$ cat src/rtl/mux_n_pipe.sv
// ---------------------------------------------------------------------------
// mux_n_pipe
//   N-channel, W-bit registered multiplexer with valid/ready handshaking.
//   One of N producer streams is forwarded through a single output register
//   that supports full one-word-per-cycle throughput and backpressure.
//   Completed output transfers are counted in a free-running wrapping counter.
//
//   Build option:
//     MUX_RR_ARB_EN  - when defined, i_sel is ignored and a round-robin
//                      arbiter picks the channel. When undefined (default),
//                      the channel comes from i_sel, and an out-of-range
//                      select raises o_err_sel.
// ---------------------------------------------------------------------------
module mux_n_pipe #(
    parameter int W    = 8,
    parameter int N    = 4,
    parameter int SELW = $clog2(N),
    parameter int CW   = 16
) (
    input  logic              i_clk,
    input  logic              i_rst_n,
    input  logic [N*W-1:0]    i_in_data,
    input  logic [N-1:0]      i_in_valid,
    output logic [N-1:0]      o_in_ready,
    input  logic [SELW-1:0]   i_sel,
    output logic [W-1:0]      o_out_data,
    output logic [SELW-1:0]   o_out_ch,
    output logic              o_out_valid,
    input  logic              i_out_ready,
    output logic              o_err_sel,
    output logic [CW-1:0]     o_xfer_cnt
);

    // Output register stage and transfer counter
    logic              r_out_valid;
    logic [W-1:0]      r_out_data;
    logic [SELW-1:0]   r_out_ch;
    logic [CW-1:0]     r_xfer_cnt;

    // Effective channel and handshake terms
    logic [SELW-1:0]   w_g;
    logic              w_g_ok;
    logic [W-1:0]      w_g_data;
    logic              w_load_ok;
    logic              w_xfer_in;
    logic              w_xfer_out;

    // The output register can accept a word when it is empty or is being
    // drained on this same edge; this is what gives back-to-back throughput.
    assign w_load_ok  = !r_out_valid || i_out_ready;
    assign w_xfer_out = r_out_valid && i_out_ready;

    // Only the effective channel may see ready, and only when it is a real
    // channel index and the output register can take a word.
    genvar gi;
    generate
        for (gi = 0; gi < N; gi++) begin : g_in_ready
            assign o_in_ready[gi] = w_load_ok && w_g_ok && (w_g == SELW'(gi));
        end
    endgenerate

    // An input transfer happens when the single ready channel is also valid.
    assign w_xfer_in = |(o_in_ready & i_in_valid);

    // Data mux for the effective channel
    always_comb begin
        w_g_data = '0;
        for (int k = 0; k < N; k++) begin
            if (w_g == SELW'(k)) begin
                w_g_data = i_in_data[k*W +: W];
            end
        end
    end

`ifdef MUX_RR_ARB_EN
    // ---------------- round-robin arbitration ----------------
    logic [SELW-1:0]   r_ptr;
    logic              w_unused_sel;

    // The select input has no role when the arbiter chooses the channel.
    assign w_unused_sel = ^i_sel;

    // Grant the first valid channel at or after the pointer, wrapping modulo N.
    // Offsets are scanned from farthest to nearest so the nearest one wins.
    always_comb begin
        int idx;
        idx    = 0;
        w_g    = '0;
        w_g_ok = 1'b0;
        for (int off = N - 1; off >= 0; off--) begin
            idx = int'(r_ptr) + off;
            if (idx >= N) begin
                idx = idx - N;
            end
            if (i_in_valid[idx[SELW-1:0]]) begin
                w_g    = idx[SELW-1:0];
                w_g_ok = 1'b1;
            end
        end
    end

    // Advance the pointer past the granted channel only on an accepted word
    always_ff @(posedge i_clk or negedge i_rst_n) begin
        if (!i_rst_n) begin
            r_ptr <= '0;
        end else if (w_xfer_in) begin
            r_ptr <= (w_g == SELW'(N - 1)) ? '0 : w_g + 1'b1;
        end
    end

    // A select error cannot occur without a select input
    assign o_err_sel = 1'b0;
`else
    // ---------------- static select ----------------
    logic              r_err_sel;

    assign w_g = i_sel;

    // When N is a power of two every select code is a valid channel, so the
    // range check only exists for other channel counts.
    generate
        if ((1 << SELW) == N) begin : g_sel_full
            assign w_g_ok = 1'b1;
        end else begin : g_sel_chk
            assign w_g_ok = ({1'b0, i_sel} < (SELW + 1)'(N));
        end
    endgenerate

    // Flag an out-of-range select one cycle later, but only if some producer
    // was actually waiting; an idle bad select is harmless.
    always_ff @(posedge i_clk or negedge i_rst_n) begin
        if (!i_rst_n) begin
            r_err_sel <= 1'b0;
        end else begin
            r_err_sel <= !w_g_ok && (|i_in_valid);
        end
    end

    assign o_err_sel = r_err_sel;
`endif

    // Output register: load on input transfer, clear valid when drained
    // without a replacement, otherwise hold (stall or idle).
    always_ff @(posedge i_clk or negedge i_rst_n) begin
        if (!i_rst_n) begin
            r_out_valid <= 1'b0;
            r_out_data  <= '0;
            r_out_ch    <= '0;
        end else if (w_xfer_in) begin
            r_out_valid <= 1'b1;
            r_out_data  <= w_g_data;
            r_out_ch    <= w_g;
        end else if (i_out_ready) begin
            r_out_valid <= 1'b0;
        end
    end

    // Count completed output transfers; wraps naturally at 2^CW
    always_ff @(posedge i_clk or negedge i_rst_n) begin
        if (!i_rst_n) begin
            r_xfer_cnt <= '0;
        end else if (w_xfer_out) begin
            r_xfer_cnt <= r_xfer_cnt + 1'b1;
        end
    end

    assign o_out_valid = r_out_valid;
    assign o_out_data  = r_out_data;
    assign o_out_ch    = r_out_ch;
    assign o_xfer_cnt  = r_xfer_cnt;

endmodule
$ cat config.mk
export PLATFORM = sky130hd
export DESIGN_NAME = mux_n_pipe
export DESIGN_NICKNAME = d
export VERILOG_FILES = /design/src/rtl/mux_n_pipe.sv
export SDC_FILE = /design/constraint.sdc
export NUM_CORES = 1
export LEC_CHECK = 0
export CORE_ASPECT_RATIO = 2
export CORE_MARGIN = 2
export CORE_UTILIZATION = 39
export DETAILED_ROUTE_END_ITERATION = 12
export PLACE_DENSITY = 0.83
export SLEW_MARGIN = 20
export SYNTH_ARGS = -nofsm -noshare
export SYNTH_HDL_FRONTEND = slang
export SYNTH_SLANG_ARGS = --single-unit
$ cat constraint.sdc
create_clock -name i_clk -period 1.8 [get_ports i_clk]
set_clock_uncertainty 0.05 [all_clocks]
set_input_delay 0.18 -clock i_clk [delete_from_list [all_inputs] [get_ports i_clk]]
set_output_delay 0.18 -clock i_clk [all_outputs]
set_load 0.005 [all_outputs]
== Yosys cells after proc, flatten, opt, wreduce, memory -nomap -nowiden ==
Index checks and enable logic that the tools add are counted.
Storage, ports and cells
  memory bits (writable): 0
  input bits: 41
  flip-flop bits (word level): 27
  latch bits: 0
  memory bits (read-only): 0
  memories kept: 0
Operators by class
  add/subtract/negate cells: 1
  multipliers: 0
  bitwise operators: 1
  mux-type cells: 6
  order comparisons: 0
  eq/ne operators: 3
  reduce and logical (&&, ||, !) cells: 10
  divide/modulo/power cells: 0
  shift operators: 0
Operator list (number)
  8-bit two-way mux: 4
  16-bit by 1-bit adder with 16-bit output, second input constant: 1
  1-bit logical AND: 5
  4-bit AND: 1
  2-bit equality test, second input constant: 2
  4-bit OR reduction: 1
  2-bit by 1-bit equality test with 1-bit output, second input constant: 1
  2-bit zero test: 1
  1-bit two-way mux: 2
  2-bit nonzero test: 1
  1-bit zero test: 1
  1-bit logical OR: 1

== Longest topological paths before layout ==
Gate-level depths: netlist of run 1.
  depth in word-level cells: 6
  depth in mapped cells: 5
  mapped depth without buffers: 5

== Worst setup path before layout of run 1 ==
OpenSTA, ideal clock, no wires.
  path kind: register to register
  from: register r_out_valid, in the netlist o_out_valid
  to: register r_out_data[0], in the netlist o_out_data[0]
  library setup time: 0.125 ns
  stages on the path, launching flop included: 5
  arrival time: 1.358 ns
  clock period less this slack: 1.533 ns
  path slack: 0.267 ns
  path through: dfrtp_1 nor2b_1 nor3_1 a31oi_4 mux2_2
On the way
  cells in the longest elaborated chain, start to end: 5
Ends and longest elaborated chain
  start: declaration: line 35  | logic r_out_valid;
  start signal: assignment: line 146  | r_out_valid <= 1'b0;
  start signal: assignment: line 150  | r_out_valid <= 1'b1;
  start signal: assignment: line 154  | r_out_valid <= 1'b0;
  1-bit zero test (*): line 50  | assign w_load_ok = !r_out_valid || i_out_ready;
  1-bit logical OR (*): line 50
  1-bit logical AND: line 58  | assign o_in_ready[gi] = w_load_ok && w_g_ok && (w_g == SELW'(gi));
  4-bit AND (*): line 63  | assign w_xfer_in = |(o_in_ready & i_in_valid);
  4-bit OR reduction (*): line 63
  end signal: assignment: line 151  | r_out_data <= w_g_data;
  end: declaration: line 36  | logic [W-1:0] r_out_data;
Every way passes the cells marked *; elsewhere a longest branch is shown, timed or not.
A chain may end at the register's enable or synchronous reset.

== Worst setup path in the final report of run 1 ==
  from: register r_out_valid, in the netlist o_out_valid
  to: register r_out_data[3], in the netlist o_out_data[3]
The elaborated chain is that of the path after synthesis.

==> results.txt, run 1 <==
----------------------------------------------------
[Die]
  Std cell rows ... 30
  Die Area ... 0.004090 mm2
  Chip Width ... 46.24 um
  Number of primary I/O pins ... 73
  Placeable core region ... 0.003416 mm2
  Starting utilization of the core area ... 0.4073
  Height of the die ... 88.47 um

[Placement]
  Worst Setup Slack post-DPL ... -229.7 ps
  Post-Place Cells ... 234
  HPWL after detailed placement ... 3.010 mm
  Number of port buffers ... 71
  Final weighted congestion in routability-driven placement ... 0.7512

[Setup path]
  Chain of cells forming the critical path ... nor2b_1 > nor3_1 > a31oi_4 > buf_12 > mux2_2
  Longest individual stage delay on the worst path ... 450 ps
  Type of the setup path with the least slack ... flip-flop to flip-flop
  Element type at the critical path start ... flip-flop
  Highest fanout seen on the critical path ... 10
  Reg2reg start ... o_out_valid$_DFFE_PN0P_
  Setup slack of the most critical reg-to-reg path ... 130 ps
  Capture point of the worst reg-to-reg path ... o_out_data[3]$_DFFE_PN0P_
  Cell count of the worst reg-to-reg path ... 5
  Endpoint required time on the critical path ... 1920 ps
  Arrival time of data at the critical path endpoint ... 1780 ps
  Critical path endpoint category ... flip-flop
  CP max-delay cell ... sky130_fd_sc_hd__dfrtp_2

[Flow run]
  Max-cap check violation count ... 0

[Yosys]
  Number of standard cells after synthesis ... 107
  Post-Syn Area ... 0.001391 mm2
  Synthesized area per cell ... 13.00 um2
  Synth warn ... 0
  Count of unique library cells instantiated by Yosys ... 28
  Syn_nets ... 149
  Synthesized flop and latch total ... 27
  Proportion of synthesized chip area in sequential cells ... 0.4856

[Pwr]
  Net switching power ... 0.0005207 W
  Switching share of power ... 0.2762
  Combinational share of power ... 0.373
  Power per unit of standard cell area ... 810.1 mW/mm2
  Part of the total power dissipated in the clock network ... 0.184
  Sequential share of power ... 0.443
  Worst ir drop on vdd ... 0.5718 mV
  Cell internal power dissipation ... 0.001365 W
  Total power ... 0.001885 W
  Lkg Pwr ... 1.041 nW

[Timing]
  Number of max-slew violations in the final report ... 0
  Unrepaired setup endpoints after global routing ... no
  Number of failing setup endpoints in the final timing report ... 0
  Fmax ... 600.5 MHz
  Count of final hold-check violations ... 0
  Summed negative setup slack over all endpoints ... 0 ps
  Min cycle time layout ... 1665 ps
  Fraction of the cycle the final worst path needs ... 0.9251
  Final Worst Setup Slack ... 134.8 ps

[Global routing]
  Number of antenna violations at the first check in global routing ... 0
  Wire length of the first global-routing pass ... 5.658 mm
  Pin count of the biggest net entering global routing ... 28
  Via count of the first global-routing pass ... 1367
  Gr usage total ... 0.1942
  GR Overflow Total ... 0

[Clocking]
  Total of hold buffers inserted after clock tree synthesis ... 0
  Clock tree from TritonCTS ... done
  Clock latency reported for the late side of the worst-skew pair ... 280 ps
  Clock buffers created by TritonCTS ... 3
  Register clock-pin slew on the reported worst setup and hold paths ... 90 ps
  CTS H-tree depth ... 1
  CTS Root Buffer Type ... sky130_fd_sc_hd__clkbuf_8
  Worst-case clock buffer depth ... 2
  Count of clock tree sinks ... 27

[Hold path]
  Worst min-delay path category ... input port to async pin

[Detailed routing]
  Routed length per instance ... 14.99 um
  DRT antenna net count ... 0
  Via count normalized by instance count ... 5.033
  Total iterations of the first detailed-routing run ... 4
  Detailed Route WL ... 3.627 mm
  Violation count after the first detailed-routing iteration ... 15
  Vias after detailed routing ... 1218
  DRC viols ... 0

[Cells and area]
  Antenna diode count ... 0
  Area growth from synthesis to layout ... 67.27%
  Share of the core filled with cells ... 0.6813
  Fill cells ... 243
  Fraction of layout cells with a size suffix above 1 ... 0.2216
  Cell Count, Final, Fillers Out ... 242
  Total number of nets in the final design ... 237

[Status]
  Result of the run ... complete, no violations

----------------------------------------------------
-- cells by family (layout without fill, tap and decap cells) --
logic type	count (synthesis)	count (layout)	share of synthesized area
muxes	20	20	0.2275
and+or+nand+nor	32	32	0.1223
DFF	27	27	0.4856
AOI/OAI and AO/OA	3	3	0.02518
buffers and inverters	8	95	0.03326
other	1	1	0.002695
xor gates and xnor gates	15	15	0.09443
adders and majority gates	1	1	0.008991
-- routing by layer --
metal	track usage	routed length, um
met1	0.1733	1102
met3	0.05918	278
met4	0.1377	102
met5	0	0
met2	0.3422	2143
-- final cells by class --
class	instances	area [um2]	share of cell area
Timing Repair Buffer	88	855.8	0.3677
Sequential cell	27	676.9	0.2909
Multi-Input combinational cell	72	676.9	0.2909
Tap cell	48	60.06	0.02581
Clock buffer	3	41.29	0.01774
Inverter	3	11.26	0.004839
Clock inverter	1	5.005	0.002151
-- critical path: cells and delay by family, from the launching register on --
| kind | cells | cell delay, ps |
|---|---|---|
| compound gates | 1 | 60 |
| buf+inv | 1 | 160 |
| flops | 1 | 450 |
| mux | 1 | 270 |
| simple gates | 2 | 560 |
-- cells in the mapped netlist --
cell | number | area share
sky130_fd_sc_hd__xor2_1 | 7 | 0.044
sky130_fd_sc_hd__nor3b_1 | 1 | 0.0054
sky130_fd_sc_hd__mux2i_1 | 2 | 0.014
sky130_fd_sc_hd__nand2_1 | 5 | 0.013
sky130_fd_sc_hd__clkbuf_1 | 1 | 0.0027
sky130_fd_sc_hd__and4_1 | 1 | 0.0063
sky130_fd_sc_hd__nor2b_1 | 1 | 0.0045
sky130_fd_sc_hd__mux4_2 | 8 | 0.13
sky130_fd_sc_hd__buf_6 | 1 | 0.0081
sky130_fd_sc_hd__mux2_4 | 1 | 0.011
sky130_fd_sc_hd__inv_1 | 3 | 0.0081
sky130_fd_sc_hd__nor3_1 | 3 | 0.011
sky130_fd_sc_hd__nand3_1 | 7 | 0.025
sky130_fd_sc_hd__xnor2_1 | 8 | 0.050
sky130_fd_sc_hd__o2bb2ai_1 | 1 | 0.0063
sky130_fd_sc_hd__o21ai_0 | 1 | 0.0036
sky130_fd_sc_hd__nand2b_1 | 1 | 0.0045
sky130_fd_sc_hd__nand4_1 | 3 | 0.013
sky130_fd_sc_hd__and3_1 | 3 | 0.013
sky130_fd_sc_hd__nor4_2 | 1 | 0.0090
sky130_fd_sc_hd__ha_1 | 1 | 0.0090
sky130_fd_sc_hd__buf_4 | 2 | 0.011
sky130_fd_sc_hd__mux2_2 | 9 | 0.073
sky130_fd_sc_hd__buf_2 | 1 | 0.0036
sky130_fd_sc_hd__conb_1 | 1 | 0.0027
sky130_fd_sc_hd__nor2_1 | 6 | 0.016
sky130_fd_sc_hd__a31oi_4 | 1 | 0.015
sky130_fd_sc_hd__dfrtp_1 | 27 | 0.49
-- layout by cell type (no fill, tap or decap), drive strengths merged, types with 2 or more instances in the layout --
cell / instances
dlygate4sd2: 3
mux2i: 2
mux2: 10
clkbuf: 3
nand3: 7
nand4: 3
nor2: 6
clkdlybuf4s50: 66
dlymetal6s2s: 2
inv: 3
xor2: 7
nand2: 5
dfrtp: 27
buf: 17
xnor2: 8
mux4: 8
and3: 3
nor3: 3
-- state kept, by name, summed over array words and instances (netlist names) --
signal	cells
o_out_ch	2
o_out_data	8
o_xfer_cnt	16
o_out_valid	1
-- timing repair --
action                                  in CTS  in global routing
gates resized for setup                      6                  2
hold endpoints to repair                     0                  0
gates cloned                                 0                  0
endpoints found under the setup margin       4                  8
buffers inserted                             1                  3
-- worst max path at each step --
stage,slack [ps],cells past startpoint,endpoint,start
final,130,5,o_out_data[3]$_DFFE_PN0P_,o_out_valid$_DFFE_PN0P_
after global routing,50,5,o_out_data[3]$_DFFE_PN0P_,o_out_valid$_DFFE_PN0P_
after CTS,5,3,o_in_ready[0],o_out_valid$_DFFE_PN0P_
after detailed placement,-230,4,o_out_data[5]$_DFFE_PN0P_,i_sel[0]
after global placement,-170,4,o_out_data[1]$_DFFE_PN0P_,i_sel[0]
after floorplan,270,4,o_out_data[0]$_DFFE_PN0P_,o_out_valid$_DFFE_PN0P_
-- per-stage QoR --
step | area (um2) | hold WS [ps]
6_report | 2327 | 203.3
5_1_grt | 2327 | 234.4
4_1_cts | 2287 | 211.6
3_5_place_dp | 2225 | 411.4
3_3_place_gp | 2225 | 409.5
2_1_floorplan | 1391 | -165.6
-- power groups by stage --
stage	Combinational (W)	Sequential (W)	Clock (W)
floorplan	0.000224	0.000847	0
global placement	0.000659	0.000839	0
detailed placement	0.000682	0.000845	0
CTS	0.000695	0.000835	0.000354
global route	0.000761	0.000847	0.000376
finish	0.000703	0.000836	0.000346
Note: power is estimated with default switching activity, not from simulation.
==> run 2, diff against run 1 <==
- CORE_UTILIZATION: 39 -> 35
- HOLD_SLACK_MARGIN: not set -> 0.03
- PLACE_DENSITY: 0.83 -> 0.78
- clock period: 1.8 -> 1.4 ns (I/O delays scaled with it)
==> run 2 against run 1 <==
The run now ends with negative setup slack left. Worst setup slack got worse by 260 ps. Critical path type unchanged. Critical path depth is 1 lower. Final cell count grew 12%. Utilization up 1.2 points. Fmax rose by 9.2%. Highest routed layer unchanged. Die area is 11% higher. Global-route usage increased by 0.99 points. Sequential power grew 26%. Clock power is 33% higher. Via count is 10% higher.
==> results.txt, run 2 (synthesized netlist as in run 1, its figures left out) <==
----------------------------------------------------
[Clocking]
  Register clock-pin slew on the reported worst setup and hold paths ... 100 ps (about the same)
  Clock buffers created by TritonCTS ... 3 (unchanged)
  Clock latency reported for the late side of the worst-skew pair ... 270 ps (about the same)
  CTS Root Buffer Type ... sky130_fd_sc_hd__clkbuf_8
  Clock tree from TritonCTS ... done
  Count of clock tree sinks ... 27 (unchanged)
  Worst-case clock buffer depth ... 2 (unchanged)
  Total of hold buffers inserted after clock tree synthesis ... 0 (unchanged)
  CTS H-tree depth ... 1 (unchanged)

[Setup path]
  Critical path endpoint category ... flip-flop
  Cell family with most CP delay ... flip-flops
  Highest fanout seen on the critical path ... 5 (-5)
  CP max-delay cell ... sky130_fd_sc_hd__dfrtp_2
  Buffers and inverters on the worst path ... 0 (-1)
  Endpoint required time on the critical path ... 1520 ps (-400 ps)
  Element type at the critical path start ... flip-flop
  Arrival time of data at the critical path endpoint ... 1640 ps (-140 ps)
  Longest individual stage delay on the worst path ... 420 ps (-30 ps)
  Type of the setup path with the least slack ... flip-flop to flip-flop
  Chain of cells forming the critical path ... nor2b_4 > nor3_4 > a31oi_4 > mux2_4

[Placement]
  Worst Setup Slack post-DPL ... -572.0 ps (-342.3 ps)
  Final weighted congestion in routability-driven placement ... 0.7711 (+2.6%)
  HPWL after detailed placement ... 3.107 mm (+3.2%)
  Number of port buffers ... 71 (unchanged)
  Post-Place Cells ... 250 (+6.8%)
  Placement-stage cell area ... 0.002338 mm2 (+5.1%)

[Timing]
  Number of max-slew violations in the final report ... 0 (unchanged)
  Fmax ... 655.8 MHz (+9.2%)
  Min cycle time layout ... 1525 ps (-140.4 ps)
  Final Worst Setup Slack ... -124.9 ps (-259.6 ps)
  Summed negative setup slack over all endpoints ... -1191 ps (-1191 ps)
  Fraction of the cycle the final worst path needs ... 1.089 (+0.1641)
  Count of final hold-check violations ... 0 (unchanged)
  Unrepaired setup endpoints after global routing ... yes
  Number of failing setup endpoints in the final timing report ... 14 (+14)

[Detailed routing]
  DRC viols ... 0 (unchanged)
  Total iterations of the first detailed-routing run ... 4 (unchanged)
  Detailed Route WL ... 4.485 mm (+24%)
  Via count normalized by instance count ... 4.952 (-1.6%)
  Routed length per instance ... 16.55 um (+10%)
  DRT antenna net count ... 0 (unchanged)
  Violation count after the first detailed-routing iteration ... 9 (-6)
  Vias after detailed routing ... 1342 (+10%)

[Global routing]
  Number of antenna violations at the first check in global routing ... 0 (unchanged)
  GR Overflow Total ... 0 (unchanged)
  Gr usage total ... 0.2041 (+0.009934)
  Wire length of the first global-routing pass ... 7.058 mm (+25%)
  Pin count of the biggest net entering global routing ... 28 (unchanged)
  Via count of the first global-routing pass ... 1527 (+12%)

[Pwr]
  Part of the total power dissipated in the clock network ... 0.169 (-0.015)
  Sequential share of power ... 0.385 (-0.058)
  Combinational share of power ... 0.446 (+0.073)
  Worst ir drop on vdd ... 0.6817 mV (+19%)
  Switching share of power ... 0.2951 (+0.01886)
  Net switching power ... 0.0008053 W (+55%)
  Total power ... 0.002729 W (+45%)
  Power per unit of standard cell area ... 1024 mW/mm2 (+26%)
  Cell internal power dissipation ... 0.001924 W (+41%)
  Lkg Pwr ... 1.337 nW (+28%)

[Hold path]
  Worst min-delay path category ... input port to async pin

[Cells and area]
  Antenna diode count ... 0 (unchanged)
  Most frequent cells in the layout ... 47 x sky130_fd_sc_hd__clkdlybuf4s50_1, 34 x sky130_fd_sc_hd__buf_4, 26 x sky130_fd_sc_hd__dfrtp_1, 10 x sky130_fd_sc_hd__dlygate4sd2_1, 9 x sky130_fd_sc_hd__mux2_4
  Final design instance area without fill ... 0.002665 mm2 (+15%)
  Fraction of layout cells with a size suffix above 1 ... 0.3955 (+0.1738)
  Cell Count, Final, Fillers Out ... 271 (+12%)
  Most common library cell in the layout ignoring fill and taps ... sky130_fd_sc_hd__clkdlybuf4s50_1
  Fill cells ... 279 (+15%)
  Number of flip-flops under the largest register name ... 16 (unchanged)
  Total number of nets in the final design ... 263 (+11%)
  Area growth from synthesis to layout ... 91.55%

[Status]
  Violations in the final reports ... negative setup slack
  Result of the run ... finished with violations

[Die]
  Std cell rows ... 32 (+6.7%)
  Die Area ... 0.004526 mm2 (+11%)
  Chip Width ... 48.58 um (+5.1%)
  Height of the die ... 93.17 um (+5.3%)
  Placeable core region ... 0.003844 mm2 (+13%)
  Number of primary I/O pins ... 73 (unchanged)
  Starting utilization of the core area ... 0.3620 (-0.04535)

[Flow run]
  Max-cap check violation count ... 0 (unchanged)

----------------------------------------------------
==> run 2: changes by cell type in the layout (fill, tap and decap cells not counted), sizes merged <==
cell           before  now
a31oi               1    2
buf                17   45
clkbuf              3    5
clkdlybuf4s15       0    1
clkdlybuf4s50      66   47
clkinv              1    0
clkinvlp            0    1
dlygate4sd2         3   10
dlymetal6s2s        2    8
==> run 2: path summary, 6_finish.rpt <==
check / start / to / slack (ps) / cells after the start
max reg2reg: o_out_valid$_DFFE_PN0P_ / o_out_data[7]$_DFFE_PN0P_ / -120 / 4
min reg2reg: o_out_data[2]$_DFFE_PN0P_ / o_out_data[2]$_DFFE_PN0P_ / 470 / 1
max in group asynchronous: i_rst_n / o_out_valid$_DFFE_PN0P_ / 830 / 2
min: i_rst_n / o_xfer_cnt[3]$_DFFE_PN0P_ / 180 / 2
max: o_out_valid$_DFFE_PN0P_ / o_out_data[7]$_DFFE_PN0P_ / -120 / 4
min in group i_clk: o_out_data[2]$_DFFE_PN0P_ / o_out_data[2]$_DFFE_PN0P_ / 470 / 1
==> run 2: timing repair <==
| item | CTS | global route |
|---|---|---|
| setup buffers | 10 | 6 |
| cloned | 1 | 0 |
| pin swaps | 4 | 5 |
| endpoints found under the setup margin | 32 | 34 |
| gates resized for setup | 45 | 29 |
==> run 2: layout make-up <==
cell class                      instances  area, um2  area share
Timing Repair Buffer                  113       1039      0.3897
Sequential cell                        27      676.9      0.2540
Inverter                                3      11.26    0.004225
Multi-Input combinational cell         73      825.8      0.3099
Tap cell                               51      63.81     0.02394
Clock buffer                            3      41.29     0.01549
Clock inverter                          1      7.507    0.002817
==> run 2: worst reg2reg max path, delay by kind of cell (launching register included) <==
family | cells | cell delay (ps)
compound gates | 1 | 320
mux | 1 | 340
simple gates | 2 | 290
flops | 1 | 420
==> run 2: metrics by stage <==
| stage | hold WS (ps) | utilization |
|---|---|---|
| finish | 184.9 | 0.6934 |
| detailed placement | 431.2 | 0.6084 |
| global route | 228.4 | 0.6934 |
| global placement | 409.0 | 0.6084 |
| floorplan | -205.6 | - |
| CTS | 193.7 | 0.6592 |
==> run 2: per-layer routing <==
layer,global-route usage,share of wire,vias up
met2,0.4398,0.64,64
met4,0.06667,0.0089,0
met5,0,0,-
met1,0.1810,0.30,663
met3,0.03195,0.050,4
li1,-,-,611
==> run 2: power by group through the flow <==
stage	sequential, W	clock (W)	combinational [W]
6_report	0.00105	0.000460	0.00122
5_1_grt	0.00107	0.000506	0.00130
4_1_cts	0.00105	0.000469	0.00114
3_5_place_dp	0.00106	0	0.00101
3_3_place_gp	0.00105	0	0.000967
2_1_floorplan	0.00109	0	0.000293
